==> src/rtl/mem_arbiter_if.sv <==
// Bundle of requester-side and ram-side signals shared between mem_arbiter and its environment.
// slave: the arbiter's view; master: the requesters plus the ram/bus-driver view.
interface mem_arbiter_if #(
  parameter int DWIDTH    = 32,
  parameter int CPUAWIDTH = 32,
  parameter int AWIDTH    = 12
) ();
  // Handshake: a requester raises reqN with weN/addrN/wdataN stable and holds them until ackN
  // pulses for exactly one cycle (errN and rdata qualify only that pulse); in the ack cycle it
  // drops reqN or presents its next request. A req still high afterwards is a new request.
  logic                 req0;
  logic                 we0;
  logic [CPUAWIDTH-1:0] addr0;
  logic [DWIDTH-1:0]    wdata0;
  logic                 ack0;
  logic                 err0;
  logic                 req1;
  logic                 we1;
  logic [CPUAWIDTH-1:0] addr1;
  logic [DWIDTH-1:0]    wdata1;
  logic                 ack1;
  logic                 err1;
  logic [DWIDTH-1:0]    rdata;
  logic [AWIDTH-1:0]    ram_addr;
  logic                 ram_rdEn;
  logic                 ram_wrEn;
  logic [DWIDTH-1:0]    ram_wdata;
  logic [DWIDTH-1:0]    ram_rdata;

  modport slave (
    input  req0, we0, addr0, wdata0, req1, we1, addr1, wdata1, ram_rdata,
    output ack0, err0, ack1, err1, rdata, ram_addr, ram_rdEn, ram_wrEn, ram_wdata
  );

  modport master (
    output req0, we0, addr0, wdata0, req1, we1, addr1, wdata1, ram_rdata,
    input  ack0, err0, ack1, err1, rdata, ram_addr, ram_rdEn, ram_wrEn, ram_wdata
  );
endinterface

==> src/rtl/mem_arbiter.sv <==
// Two-port arbiter in front of a single-port ram: one access per IDLE/ACCESS/RELEASE pass,
// round-robin or fixed priority, with misaligned/out-of-range addresses rejected before the ram.
module mem_arbiter #(
  parameter int DWIDTH    = 32,
  parameter int CPUAWIDTH = 32,
  parameter int AWIDTH    = 12,
  parameter int FAIR      = 1
) (
  input  logic         clk,
  input  logic         reset,
  mem_arbiter_if.slave bus,
  output logic         busy,
  output logic         grant,
  output logic [1:0]   dbg_state
);

  typedef enum logic [1:0] {
    IDLE    = 2'd0,
    ACCESS  = 2'd1,
    RELEASE = 2'd2
  } state_t;

  // First byte address past the ram: 4 * 2^AWIDTH, one bit wider so the compare never wraps.
  localparam logic [CPUAWIDTH:0] ADDR_LIMIT = {{CPUAWIDTH{1'b0}}, 1'b1} << (AWIDTH + 2);

  state_t              state_q, state_d;
  logic                grant_q, grant_d;
  logic                last_grant_q, last_grant_d;
  logic                err_flag_q, err_flag_d;
  logic                busy_q, busy_d;
  logic                ack0_q, ack0_d;
  logic                ack1_q, ack1_d;
  logic                err0_q, err0_d;
  logic                err1_q, err1_d;
  logic [DWIDTH-1:0]   rdata_q, rdata_d;
  logic [AWIDTH-1:0]   ram_addr_q, ram_addr_d;
  logic                ram_rdEn_q, ram_rdEn_d;
  logic                ram_wrEn_q, ram_wrEn_d;
  logic [DWIDTH-1:0]   ram_wdata_q, ram_wdata_d;

  logic                 win;
  logic                 sel_we;
  logic [CPUAWIDTH-1:0] sel_addr;
  logic [DWIDTH-1:0]    sel_wdata;
  logic                 addr_bad;

  always_comb begin
    if (bus.req0 && bus.req1) win = (FAIR != 0) ? ~last_grant_q : 1'b0;
    else                      win = bus.req1;
    sel_we    = win ? bus.we1    : bus.we0;
    sel_addr  = win ? bus.addr1  : bus.addr0;
    sel_wdata = win ? bus.wdata1 : bus.wdata0;
    addr_bad  = (sel_addr[1:0] != 2'b00) || ({1'b0, sel_addr} >= ADDR_LIMIT);

    state_d      = state_q;
    grant_d      = grant_q;
    last_grant_d = last_grant_q;
    err_flag_d   = err_flag_q;
    busy_d       = busy_q;
    ack0_d       = ack0_q;
    ack1_d       = ack1_q;
    err0_d       = err0_q;
    err1_d       = err1_q;
    rdata_d      = rdata_q;
    ram_addr_d   = ram_addr_q;
    ram_rdEn_d   = ram_rdEn_q;
    ram_wrEn_d   = ram_wrEn_q;
    ram_wdata_d  = ram_wdata_q;

    case (state_q)
      IDLE: begin
        if (bus.req0 || bus.req1) begin
          state_d    = ACCESS;
          grant_d    = win;
          err_flag_d = addr_bad;
          busy_d     = 1'b1;
          if (!addr_bad) begin
            ram_addr_d  = sel_addr[AWIDTH+1:2];
            ram_wdata_d = sel_wdata;
            ram_wrEn_d  = sel_we;
            ram_rdEn_d  = ~sel_we;
          end
        end
      end
      ACCESS: begin
        state_d    = RELEASE;
        ram_rdEn_d = 1'b0;
        ram_wrEn_d = 1'b0;
        // A read enable raised last cycle means the ram is now presenting the word.
        if (ram_rdEn_q) rdata_d = bus.ram_rdata;
        ack0_d = ~grant_q;
        ack1_d = grant_q;
        err0_d = ~grant_q & err_flag_q;
        err1_d = grant_q & err_flag_q;
      end
      RELEASE: begin
        state_d      = IDLE;
        ack0_d       = 1'b0;
        ack1_d       = 1'b0;
        err0_d       = 1'b0;
        err1_d       = 1'b0;
        last_grant_d = grant_q;
        busy_d       = 1'b0;
      end
      default: state_d = IDLE;
    endcase
  end

  always_ff @(posedge clk) begin
    if (reset) begin
      state_q      <= IDLE;
      grant_q      <= 1'b0;
      last_grant_q <= 1'b1;
      err_flag_q   <= 1'b0;
      busy_q       <= 1'b0;
      ack0_q       <= 1'b0;
      ack1_q       <= 1'b0;
      err0_q       <= 1'b0;
      err1_q       <= 1'b0;
      rdata_q      <= '0;
      ram_addr_q   <= '0;
      ram_rdEn_q   <= 1'b0;
      ram_wrEn_q   <= 1'b0;
      ram_wdata_q  <= '0;
    end else begin
      state_q      <= state_d;
      grant_q      <= grant_d;
      last_grant_q <= last_grant_d;
      err_flag_q   <= err_flag_d;
      busy_q       <= busy_d;
      ack0_q       <= ack0_d;
      ack1_q       <= ack1_d;
      err0_q       <= err0_d;
      err1_q       <= err1_d;
      rdata_q      <= rdata_d;
      ram_addr_q   <= ram_addr_d;
      ram_rdEn_q   <= ram_rdEn_d;
      ram_wrEn_q   <= ram_wrEn_d;
      ram_wdata_q  <= ram_wdata_d;
    end
  end

  assign bus.ack0      = ack0_q;
  assign bus.ack1      = ack1_q;
  assign bus.err0      = err0_q;
  assign bus.err1      = err1_q;
  assign bus.rdata     = rdata_q;
  assign bus.ram_addr  = ram_addr_q;
  assign bus.ram_rdEn  = ram_rdEn_q;
  assign bus.ram_wrEn  = ram_wrEn_q;
  assign bus.ram_wdata = ram_wdata_q;
  assign busy          = busy_q;
  assign grant         = grant_q;
  assign dbg_state     = state_q;

endmodule

==> src/flat_wrapper.sv <==
// flat-port wrapper written by rule: the top's interface ports become plain ports
module mem_arbiter_flat 
#(
  parameter int DWIDTH    = 32,
  parameter int CPUAWIDTH = 32,
  parameter int AWIDTH    = 12,
  parameter int FAIR      = 1
)
  (clk, reset, busy, grant, dbg_state, bus_req0, bus_we0, bus_addr0, bus_wdata0, bus_req1, bus_we1, bus_addr1, bus_wdata1, bus_ram_rdata, bus_ack0, bus_err0, bus_ack1, bus_err1, bus_rdata, bus_ram_addr, bus_ram_rdEn, bus_ram_wrEn, bus_ram_wdata);
  mem_arbiter_if #(.DWIDTH(DWIDTH), .CPUAWIDTH(CPUAWIDTH), .AWIDTH(AWIDTH)) bus_i ();
  input  logic clk;
  input  logic reset;
  output logic busy;
  output logic grant;
  output logic [1:0] dbg_state;
  input wire logic [$bits(bus_i.req0)-1:0] bus_req0;
  input wire logic [$bits(bus_i.we0)-1:0] bus_we0;
  input wire logic [$bits(bus_i.addr0)-1:0] bus_addr0;
  input wire logic [$bits(bus_i.wdata0)-1:0] bus_wdata0;
  input wire logic [$bits(bus_i.req1)-1:0] bus_req1;
  input wire logic [$bits(bus_i.we1)-1:0] bus_we1;
  input wire logic [$bits(bus_i.addr1)-1:0] bus_addr1;
  input wire logic [$bits(bus_i.wdata1)-1:0] bus_wdata1;
  input wire logic [$bits(bus_i.ram_rdata)-1:0] bus_ram_rdata;
  output wire logic [$bits(bus_i.ack0)-1:0] bus_ack0;
  output wire logic [$bits(bus_i.err0)-1:0] bus_err0;
  output wire logic [$bits(bus_i.ack1)-1:0] bus_ack1;
  output wire logic [$bits(bus_i.err1)-1:0] bus_err1;
  output wire logic [$bits(bus_i.rdata)-1:0] bus_rdata;
  output wire logic [$bits(bus_i.ram_addr)-1:0] bus_ram_addr;
  output wire logic [$bits(bus_i.ram_rdEn)-1:0] bus_ram_rdEn;
  output wire logic [$bits(bus_i.ram_wrEn)-1:0] bus_ram_wrEn;
  output wire logic [$bits(bus_i.ram_wdata)-1:0] bus_ram_wdata;
  assign bus_i.req0 = bus_req0;
  assign bus_i.we0 = bus_we0;
  assign bus_i.addr0 = bus_addr0;
  assign bus_i.wdata0 = bus_wdata0;
  assign bus_i.req1 = bus_req1;
  assign bus_i.we1 = bus_we1;
  assign bus_i.addr1 = bus_addr1;
  assign bus_i.wdata1 = bus_wdata1;
  assign bus_i.ram_rdata = bus_ram_rdata;
  assign bus_ack0 = bus_i.ack0;
  assign bus_err0 = bus_i.err0;
  assign bus_ack1 = bus_i.ack1;
  assign bus_err1 = bus_i.err1;
  assign bus_rdata = bus_i.rdata;
  assign bus_ram_addr = bus_i.ram_addr;
  assign bus_ram_rdEn = bus_i.ram_rdEn;
  assign bus_ram_wrEn = bus_i.ram_wrEn;
  assign bus_ram_wdata = bus_i.ram_wdata;
  mem_arbiter #(.DWIDTH(DWIDTH), .CPUAWIDTH(CPUAWIDTH), .AWIDTH(AWIDTH), .FAIR(FAIR)) u_core (.clk(clk), .reset(reset), .bus(bus_i), .busy(busy), .grant(grant), .dbg_state(dbg_state));
endmodule
==> config.mk <==
export PLATFORM = sky130hd
export DESIGN_NAME = mem_arbiter_flat
export DESIGN_NICKNAME = d
export VERILOG_FILES = /design/src/rtl/mem_arbiter_if.sv /design/src/rtl/mem_arbiter.sv /design/src/flat_wrapper.sv
export SDC_FILE = /design/constraint.sdc
export NUM_CORES = 1
export LEC_CHECK = 0
export ABC_AREA = 1
export BUFFER_PORTS_ARGS = -buffer_cell sky130_fd_sc_hd__buf_2
export CAP_MARGIN = 20
export CORE_MARGIN = 2
export CORE_UTILIZATION = 42
export CTS_BUF_LIST = sky130_fd_sc_hd__clkbuf_8 sky130_fd_sc_hd__clkbuf_16
export DETAILED_ROUTE_END_ITERATION = 8
export PLACE_DENSITY = 0.8
export SETUP_SLACK_MARGIN = 0.02
export SYNTH_ARGS = -nofsm -noshare
export SYNTH_HDL_FRONTEND = slang
export SYNTH_SLANG_ARGS = --single-unit
==> constraint.sdc <==
create_clock -name clk -period 1.8 [get_ports clk]
set_input_delay 0.36 -clock clk [delete_from_list [all_inputs] [get_ports clk]]
set_output_delay 0.36 -clock clk [all_outputs]
set_load 0.02 [all_outputs]
After elaboration in Yosys (flattened, before gate mapping)
Cells that the tools add are included.
Word-level totals
  register bits: 88
  output and inout bits: 86
Cells by class
  $lt $le $gt $ge: 1
  equal/unequal tests: 4
  mux-type cells: 18
  bitwise logic cells: 6
  reductions and logical operators: 13
Operators with widths (number)
  32-bit two-way mux: 2
  32-bit by 15-bit greater-or-equal comparator with 1-bit output, second input constant: 1
  1-bit one-hot mux with 2 select lines: 7
  2-bit nonzero test: 4
  1-bit two-way mux: 7
  2-bit AND reduction: 3
  3-bit AND reduction: 2
  1-bit inverter: 4
  2-bit one-hot mux with 2 select lines: 1
  1-bit AND: 2
  2-bit by 1-bit equality test with 1-bit output, second input constant: 1
  2-bit equality test, second input constant: 1
  2-bit zero test: 1
  1-bit logical OR: 2
  2-bit two-way mux: 1
  2-bit by 1-bit inequality test with 1-bit output, second input constant: 1
  2-bit inequality test, second input constant: 1
  1-bit logical AND: 1

Logic depth before layout (Yosys ltp)
Gate-level depths: netlist of run 1.
  depth in word-level cells: 8
  gate-level depth with buffers: 12
  mapped depth without buffers: 10

Least setup slack after synthesis of run 1
Ideal clock, no wire load.
  path type: reg-to-reg
  from: register u_core.state_q[0], in the netlist u_core.dbg_state[0]
  to: register u_core.ram_wdata_q[0], in the netlist u_core.bus.ram_wdata[0]
  data arrival time: 1.446 ns
  slack: 0.238 ns
  cell stages (with the launch flop): 11
  path buffers: 2
  period minus slack after synthesis: 1.562 ns
  path through: dfxtp_1 -> inv_1 -> ha_1 -> inv_1 -> nor2_4 -> nand2_1 -> buf_6 -> inv_8 -> buf_6 -> nor2_1 -> nor2_1
On the way
  longest elaborated chain between the ends: 2
RTL lines
  start: declaration: line mem_arbiter.sv:26  | state_t state_q, state_d;
  start signal: assignment: line mem_arbiter.sv:126  | state_q <= state_d;
  2-bit zero test: line mem_arbiter.sv:70  | case (state_q)
  3-bit AND reduction (no source line)
  end signal: assignment: line mem_arbiter.sv:139  | ram_wdata_q <= ram_wdata_d;
  end: declaration: line mem_arbiter.sv:39  | logic [DWIDTH-1:0] ram_wdata_q, ram_wdata_d;
Every way passes these cells.
A chain may end at the register's enable or synchronous reset.

Worst setup path in the final report of run 1
  from: register u_core.state_q[1], in the netlist u_core.dbg_state[1]
  to: register u_core.rdata_q[12], in the netlist u_core.bus.rdata[12]
On the way
  longest elaborated chain between the ends: 2
RTL lines
  2-bit by 1-bit equality test with 1-bit output: line mem_arbiter.sv:70
  2-bit AND reduction (no source line)
  end signal: assignment: line mem_arbiter.sv:135  | rdata_q <= rdata_d;
  end: declaration: line mem_arbiter.sv:35  | logic [DWIDTH-1:0] rdata_q, rdata_d;
Every way passes these cells.

==> flow_metrics.env, run 1 <==
export IMPL_cts_buffers=9
export IMPL_drc=0
export IMPL_antennaDiodeCount=0
export IMPL_die_w_um=99.4
export IMPL_fin_setup_tns_ns=0
export IMPL_rsz0062_at_grt="no"
export IMPL_syn_inst=575
export IMPL_die_area_um2=9890
export IMPL_worst_path_max_delay_cell="dfxtp_1"
export IMPL_total_power_mw=4.17
export IMPL_core_area_um2=8760
export IMPL_cp_max_fo=16
export IMPL_first_global_vias=4196
export IMPL_placement_rows=34
export IMPL_ir_worst_vdd_v=0.000523
export IMPL_tritoncts_num_sinks=88
export IMPL_hp_class="in -> reg"
export IMPL_mostFrequentLayoutCell="buf_2"
export IMPL_cp_arrival_ns=1.89
export IMPL_relSlewSlack_pct=66.9
export IMPL_clk_pin_slew_ns=0.09
export IMPL_stdcell_count=928
export IMPL_max_clock_path_buffers=2
export IMPL_startpoint_type="register"
export IMPL_worstMarginPinSlew_ns=0.496
export IMPL_viasPerCell=4.72
export IMPL_critPathMaxStageDelay_ns=0.40
export IMPL_setup_violations_final=0
export IMPL_grt_max_degree=48
export IMPL_dp_cells=910
export IMPL_htree_levels=3
export IMPL_outcome="finished, final reports clean"
export IMPL_routed_via_count=4379
export IMPL_place_congestion=0.807
export IMPL_slew_violations=0
export IMPL_nets=984
export IMPL_io_pins=252
export IMPL_fin_crit_ns=1.65
export IMPL_critPathKind="reg -> reg"
export IMPL_gr_usage_all_layers_pct=23.2
export IMPL_wl_um=11600
export IMPL_hold_ws_ns=0.241
export IMPL_fin_crit_sh_pct=91.5
export IMPL_grt_antenna_before_repair=0
export IMPL_tritoncts="done"
export IMPL_drive_above_1_share_pct=34.9
export IMPL_hpwl_um=8760
export IMPL_crit_path_frequent_cell="nor2_1"
export IMPL_synthesis_nets=744
export IMPL_synth_seq_cells=88
export IMPL_syn_avg_cell_area_um2=6.65
export IMPL_cp_required_ns=2.05
export IMPL_hold_violations=0
export IMPL_cp_end_kind="register"
export IMPL_p_per_area_nw_per_um2=772
export IMPL_leakagePower_nw=2.83
export IMPL_cts_root_buf="clkbuf_8"
export IMPL_gr_total_overflow=0
export IMPL_ant_nets=0
export IMPL_path_cells="inv_1 > ha_1 > nand2_1 > clkinvlp_4 > nor2_1 > nor2_1"
export IMPL_die_h_um=99.4
export IMPL_portBuffers=251
export IMPL_drtIter0Drc=110
export IMPL_first_pass_iters=4
export IMPL_cap_violations=0
export IMPL_syn2layout_area_growth_pct=41.2
export IMPL_yosys_cell_types_count=23
export IMPL_wl_per_cell_um=12.4
export IMPL_synthesis_area_um2=3820
export IMPL_clock_skew_final_ns=0.0101
export IMPL_ys_seq_area_share_pct=46.1
export IMPL_start_util_pct=43.6
export IMPL_clock_latency_ns=0.36
export IMPL_synth_warnings=0
export IMPL_grt_pass1_wl_um=18300
export IMPL_mostFrequentLayoutCells="buf_2, nor2_1, nand2_1"
export IMPL_rrSetupSlack_ns=0.15
export IMPL_max_freq_mhz=607
export IMPL_fill_cells=828
[area by class of cell]
| class | instances | area, um^2 | area share, % |
|---|---|---|---|
| multi-input cells | 442 | 1840 | 34.1 |
| flip-flops and latches | 88 | 1760 | 32.6 |
| repair buffers | 260 | 1350 | 25.0 |
| well taps | 108 | 135 | 2.50 |
| clock buffers | 9 | 124 | 2.29 |
| clock inverters | 7 | 119 | 2.20 |
| inverters | 13 | 60.1 | 1.11 |
| repair inverters | 1 | 7.51 | 0.139 |
[path summary, 6_finish.rpt]
| check | end | start | cells past startpoint |
|---|---|---|---|
| worst max-delay path | u_core.bus.rdata[12]$_SDFFE_PP0P_ | u_core.dbg_state[1]$_SDFFE_PP0N_ | 6 |
| worst min-delay path | u_core.bus.rdata[28]$_SDFFE_PP0P_ | bus_ram_rdata[28] | 3 |
| worst max register to register | u_core.bus.rdata[12]$_SDFFE_PP0P_ | u_core.dbg_state[1]$_SDFFE_PP0N_ | 6 |
| worst min register to register | u_core.bus.ack0$_SDFFE_PP0P_ | u_core.bus.ack0$_SDFFE_PP0P_ | 2 |
[through the flow]
| step | setup WS [ns] | cell area (um^2) | util, % |
|---|---|---|---|
| floorplan | 0.238 | 3820 | - |
| global placement | 0.129 | 5120 | 58.4 |
| detailed placement | 0.0750 | 5120 | 58.4 |
| CTS | 0.0862 | 5360 | 61.2 |
| global route | 0.0469 | 5400 | 61.6 |
| finish | 0.153 | 5400 | 61.6 |
[state kept, by name (all words and copies together), names as in the netlist]
register              count
u_core.bus.ram_rdEn       1
u_core.busy               1
u_core.bus.err0           1
u_core.bus.ram_wdata     32
u_core.bus.ack1           1
u_core.err_flag_q         1
u_core.grant              1
u_core.bus.ram_addr      12
u_core.bus.ack0           1
u_core.last_grant_q       1
u_core.bus.ram_wrEn       1
u_core.bus.err1           1
u_core.bus.rdata         32
u_core.dbg_state          2
[power breakdown]
group | internal, mW | switching (mW) | total [mW]
sequential | 1.97 | 0.0149 | 1.98
combinational | 0.244 | 0.300 | 0.544
clock | 0.924 | 0.715 | 1.64
[kinds of logic after synthesis]
logic type               Yosys count  share of synthesized area [%]
AND/OR/NAND/NOR                  348                           35.0
buffers and inverters             45                           5.95
adder cells (fa/ha/maj)            3                          0.981
AO/OA/AOI/OAI                     91                           12.0
flip-flops                        88                           46.1
[critical path, delay by kind of cell (launching register included)]
| family | cells | cell delay (ns) |
|---|---|---|
| fa+ha+maj | 1 | 0.21 |
| buf+inv | 2 | 0.44 |
| flops | 1 | 0.40 |
| simple gates | 3 | 0.48 |
[routing by layer]
metal | up-vias | GRT usage [%] | routed length (um)
li1 | 2289 | - | -
met1 | 1879 | 24.6 | 4500
met2 | 190 | 43.1 | 5820
met3 | 21 | 6.61 | 940
met4 | 0 | 8.85 | 289
met5 | - | 0 | 0
[cells in the mapped netlist, drive strengths merged]
cell type	n	area share, %
a21oi	9	1.2
buf	15	2.8
clkbuf	17	1.7
clkinv	1	0.098
dfxtp	88	46
ha	3	0.98
inv	12	1.4
nand2	157	16
nand3	6	0.79
nand4	4	0.65
nor2	181	18
o211ai	1	0.20
o21ai	80	10
o22ai	1	0.16
[repair_timing]
item,CTS,global route
gates resized for setup,0,3
hold buffers,0,0
endpoints found under the setup margin,0,64
buffers inserted,0,1
Note: power is estimated with default switching activity, not from simulation.
==> inputs of run 2 (changes only) <==
- CORE_AREA: not set -> 2 2 98 100
- CORE_MARGIN: 2 -> not set
- CORE_UTILIZATION: 42 -> not set
- DIE_AREA: not set -> 0 0 100 102
- clock period: 1.8 -> 1.9 ns (I/O delays scaled with it)
==> run 2 against run 1 <==
  * Register-to-register slack better by 0.09 ns
  * Critical endpoint is now u_core.bus.rdata[7]$_SDFFE_PP0P_
  * Flip-flop and latch count unchanged
  * Global-route usage down 1.8 points
  * Die area up 3.2%
  * Routed wire length down 3.0%
  * Highest routed layer unchanged
==> flow_metrics.env, run 2 (same netlist as run 1, synthesis figures left out) <==
export IMPL_tritoncts="done"
export IMPL_wl_um=11200
export IMPL_syn2layout_area_growth_pct=39.2
export IMPL_drc=0
export IMPL_drive_above_1_share_pct=34.5
export IMPL_cts_root_buf="clkbuf_8"
export IMPL_switching_share_pct=27.5
export IMPL_nets=981
export IMPL_drtIter0Drc=115
export IMPL_ant_nets=0
export IMPL_placement_rows=35
export IMPL_p_per_area_nw_per_um2=667
export IMPL_die_h_um=102
export IMPL_fin_crit_ns=1.66
export IMPL_start_util_pct=42.0
export IMPL_wl_per_cell_um=12.1
export IMPL_mostFrequentLayoutCells="buf_2, nor2_1, nand2_1"
export IMPL_fin_crit_sh_pct=87.3
export IMPL_rsz0062_at_grt="no"
export IMPL_cts_buffers=9
export IMPL_viasPerCell=4.69
export IMPL_cp_max_fo=32
export IMPL_gr_total_overflow=0
export IMPL_slew_violations=0
export IMPL_fill_cells=919
export IMPL_die_w_um=100
export IMPL_p_sw_uw=977
export IMPL_setup_violations_final=0
export IMPL_core_area_um2=9110
export IMPL_critPathMaxStageDelay_ns=0.68
export IMPL_clk_pin_slew_ns=0.09
export IMPL_postCtsHoldBufs=0
export IMPL_critPathKind="reg -> reg"
export IMPL_power_share_clock_pct=32.3
export IMPL_clock_skew_final_ns=0.0108
export IMPL_seqPwrFrac_pct=52.9
export IMPL_grt_pass1_wl_um=17300
export IMPL_leakagePower_nw=2.80
export IMPL_internal_power_mw=2.58
export IMPL_ir_worst_vdd_v=0.000441
export IMPL_mostFrequentLayoutCell="buf_2"
export IMPL_routed_via_count=4350
export IMPL_hold_violations=0
export IMPL_clock_latency_ns=0.35
export IMPL_pwr_share_comb_pct=14.7
export IMPL_relSlewSlack_pct=37.2
export IMPL_tritoncts_num_sinks=88
export IMPL_grt_antenna_before_repair=0
export IMPL_first_global_vias=3832
export IMPL_ctsResizeCount=0
export IMPL_cp_required_ns=2.17
export IMPL_post_cts_buffers=0
export IMPL_fin_setup_tns_ns=0
export IMPL_max_freq_mhz=603
export IMPL_htree_levels=3
export IMPL_cap_violations=0
export IMPL_outcome="finished, final reports clean"
export IMPL_cp_arrival_ns=1.93
export IMPL_path_cells="inv_1 > ha_1 > nand2_1 > inv_1 > nor2_1 > nor2_1"
export IMPL_hpwl_um=8670
export IMPL_grt_max_degree=48
export IMPL_die_area_um2=10200
export IMPL_antennaDiodeCount=0
export IMPL_worstMarginPinSlew_ns=0.941
export IMPL_max_clock_path_buffers=2
export IMPL_place_congestion=0.813
export IMPL_gr_usage_all_layers_pct=21.4
export IMPL_worst_path_max_delay_cell="inv_1"
export IMPL_startpoint_type="register"
export IMPL_io_pins=252
export IMPL_first_pass_iters=4
export IMPL_total_power_mw=3.55
export IMPL_cp_end_kind="register"
export IMPL_portBuffers=251
export IMPL_hp_class="in -> reg"
-- run 2: cell count changes in the layout (fill, tap and decap cells not counted), sizes merged --
cell / delta
clkinvlp: -2
inv: +1
bufinv: -3
buf: -2
clkinv: +3
-- run 2: critical path: cells and delay by family, from the launching register on --
| family | cells | cell delay, ns |
|---|---|---|
| AND/OR/NAND/NOR | 3 | 0.29 |
| buffers and inverters | 2 | 0.76 |
| adder cells (fa/ha/maj) | 1 | 0.18 |
| flip-flops | 1 | 0.35 |
-- run 2: routing by layer --
layer | part of all wire (%) | global-route usage [%] | vias to the layer above
met5 | 0 | 0 | -
met4 | 2.4 | 8.96 | 0
met3 | 7.7 | 4.31 | 20
met2 | 50 | 40.4 | 184
met1 | 40 | 23.3 | 1864
li1 | - | - | 2282
-- run 2: worst paths after layout --
kind	startpoint	to	slack [ns]	cells past startpoint
max reg2reg	u_core.dbg_state[1]$_SDFFE_PP0N_	u_core.bus.rdata[7]$_SDFFE_PP0P_	0.24	6
min	bus_ram_rdata[16]	u_core.bus.rdata[16]$_SDFFE_PP0P_	0.28	3
min reg2reg	u_core.bus.err0$_SDFFE_PP0P_	u_core.bus.err0$_SDFFE_PP0P_	0.47	2
max	u_core.dbg_state[1]$_SDFFE_PP0N_	u_core.bus.rdata[7]$_SDFFE_PP0P_	0.24	6
-- run 2: through the flow --
step	utilization (%)	hold slack [ns]	setup WS, ns	instance area [um^2]	cells
floorplan	-	0.446	0.338	3820	575
global placement	56.6	0.454	0.101	5150	912
detailed placement	56.6	0.454	0.0880	5150	912
CTS	58.5	0.266	0.204	5330	928
global route	58.5	0.272	0.0273	5330	928
finish	58.5	0.280	0.241	5330	928
-- run 2: layout make-up --
cell class                      instances  area (um^2)  share of cell area, %
Inverter                               13         56.3                   1.06
Clock inverter                          7         47.5                  0.893
Tap cell                              111          139                   2.61
Timing Repair Buffer                  258         1360                   25.5
Sequential cell                        88         1760                   33.1
Multi-Input combinational cell        442         1840                   34.5
Clock buffer                            9          124                   2.33
-- run 2: power by group through the flow --
stage	combinational [mW]	sequential, mW	clock, mW
6_report	0.524	1.88	1.15
5_1_grt	0.597	1.88	1.26
4_1_cts	0.528	1.88	1.17
3_5_place_dp	0.525	1.92	0
3_3_place_gp	0.524	1.92	0
2_1_floorplan	0.249	1.94	0
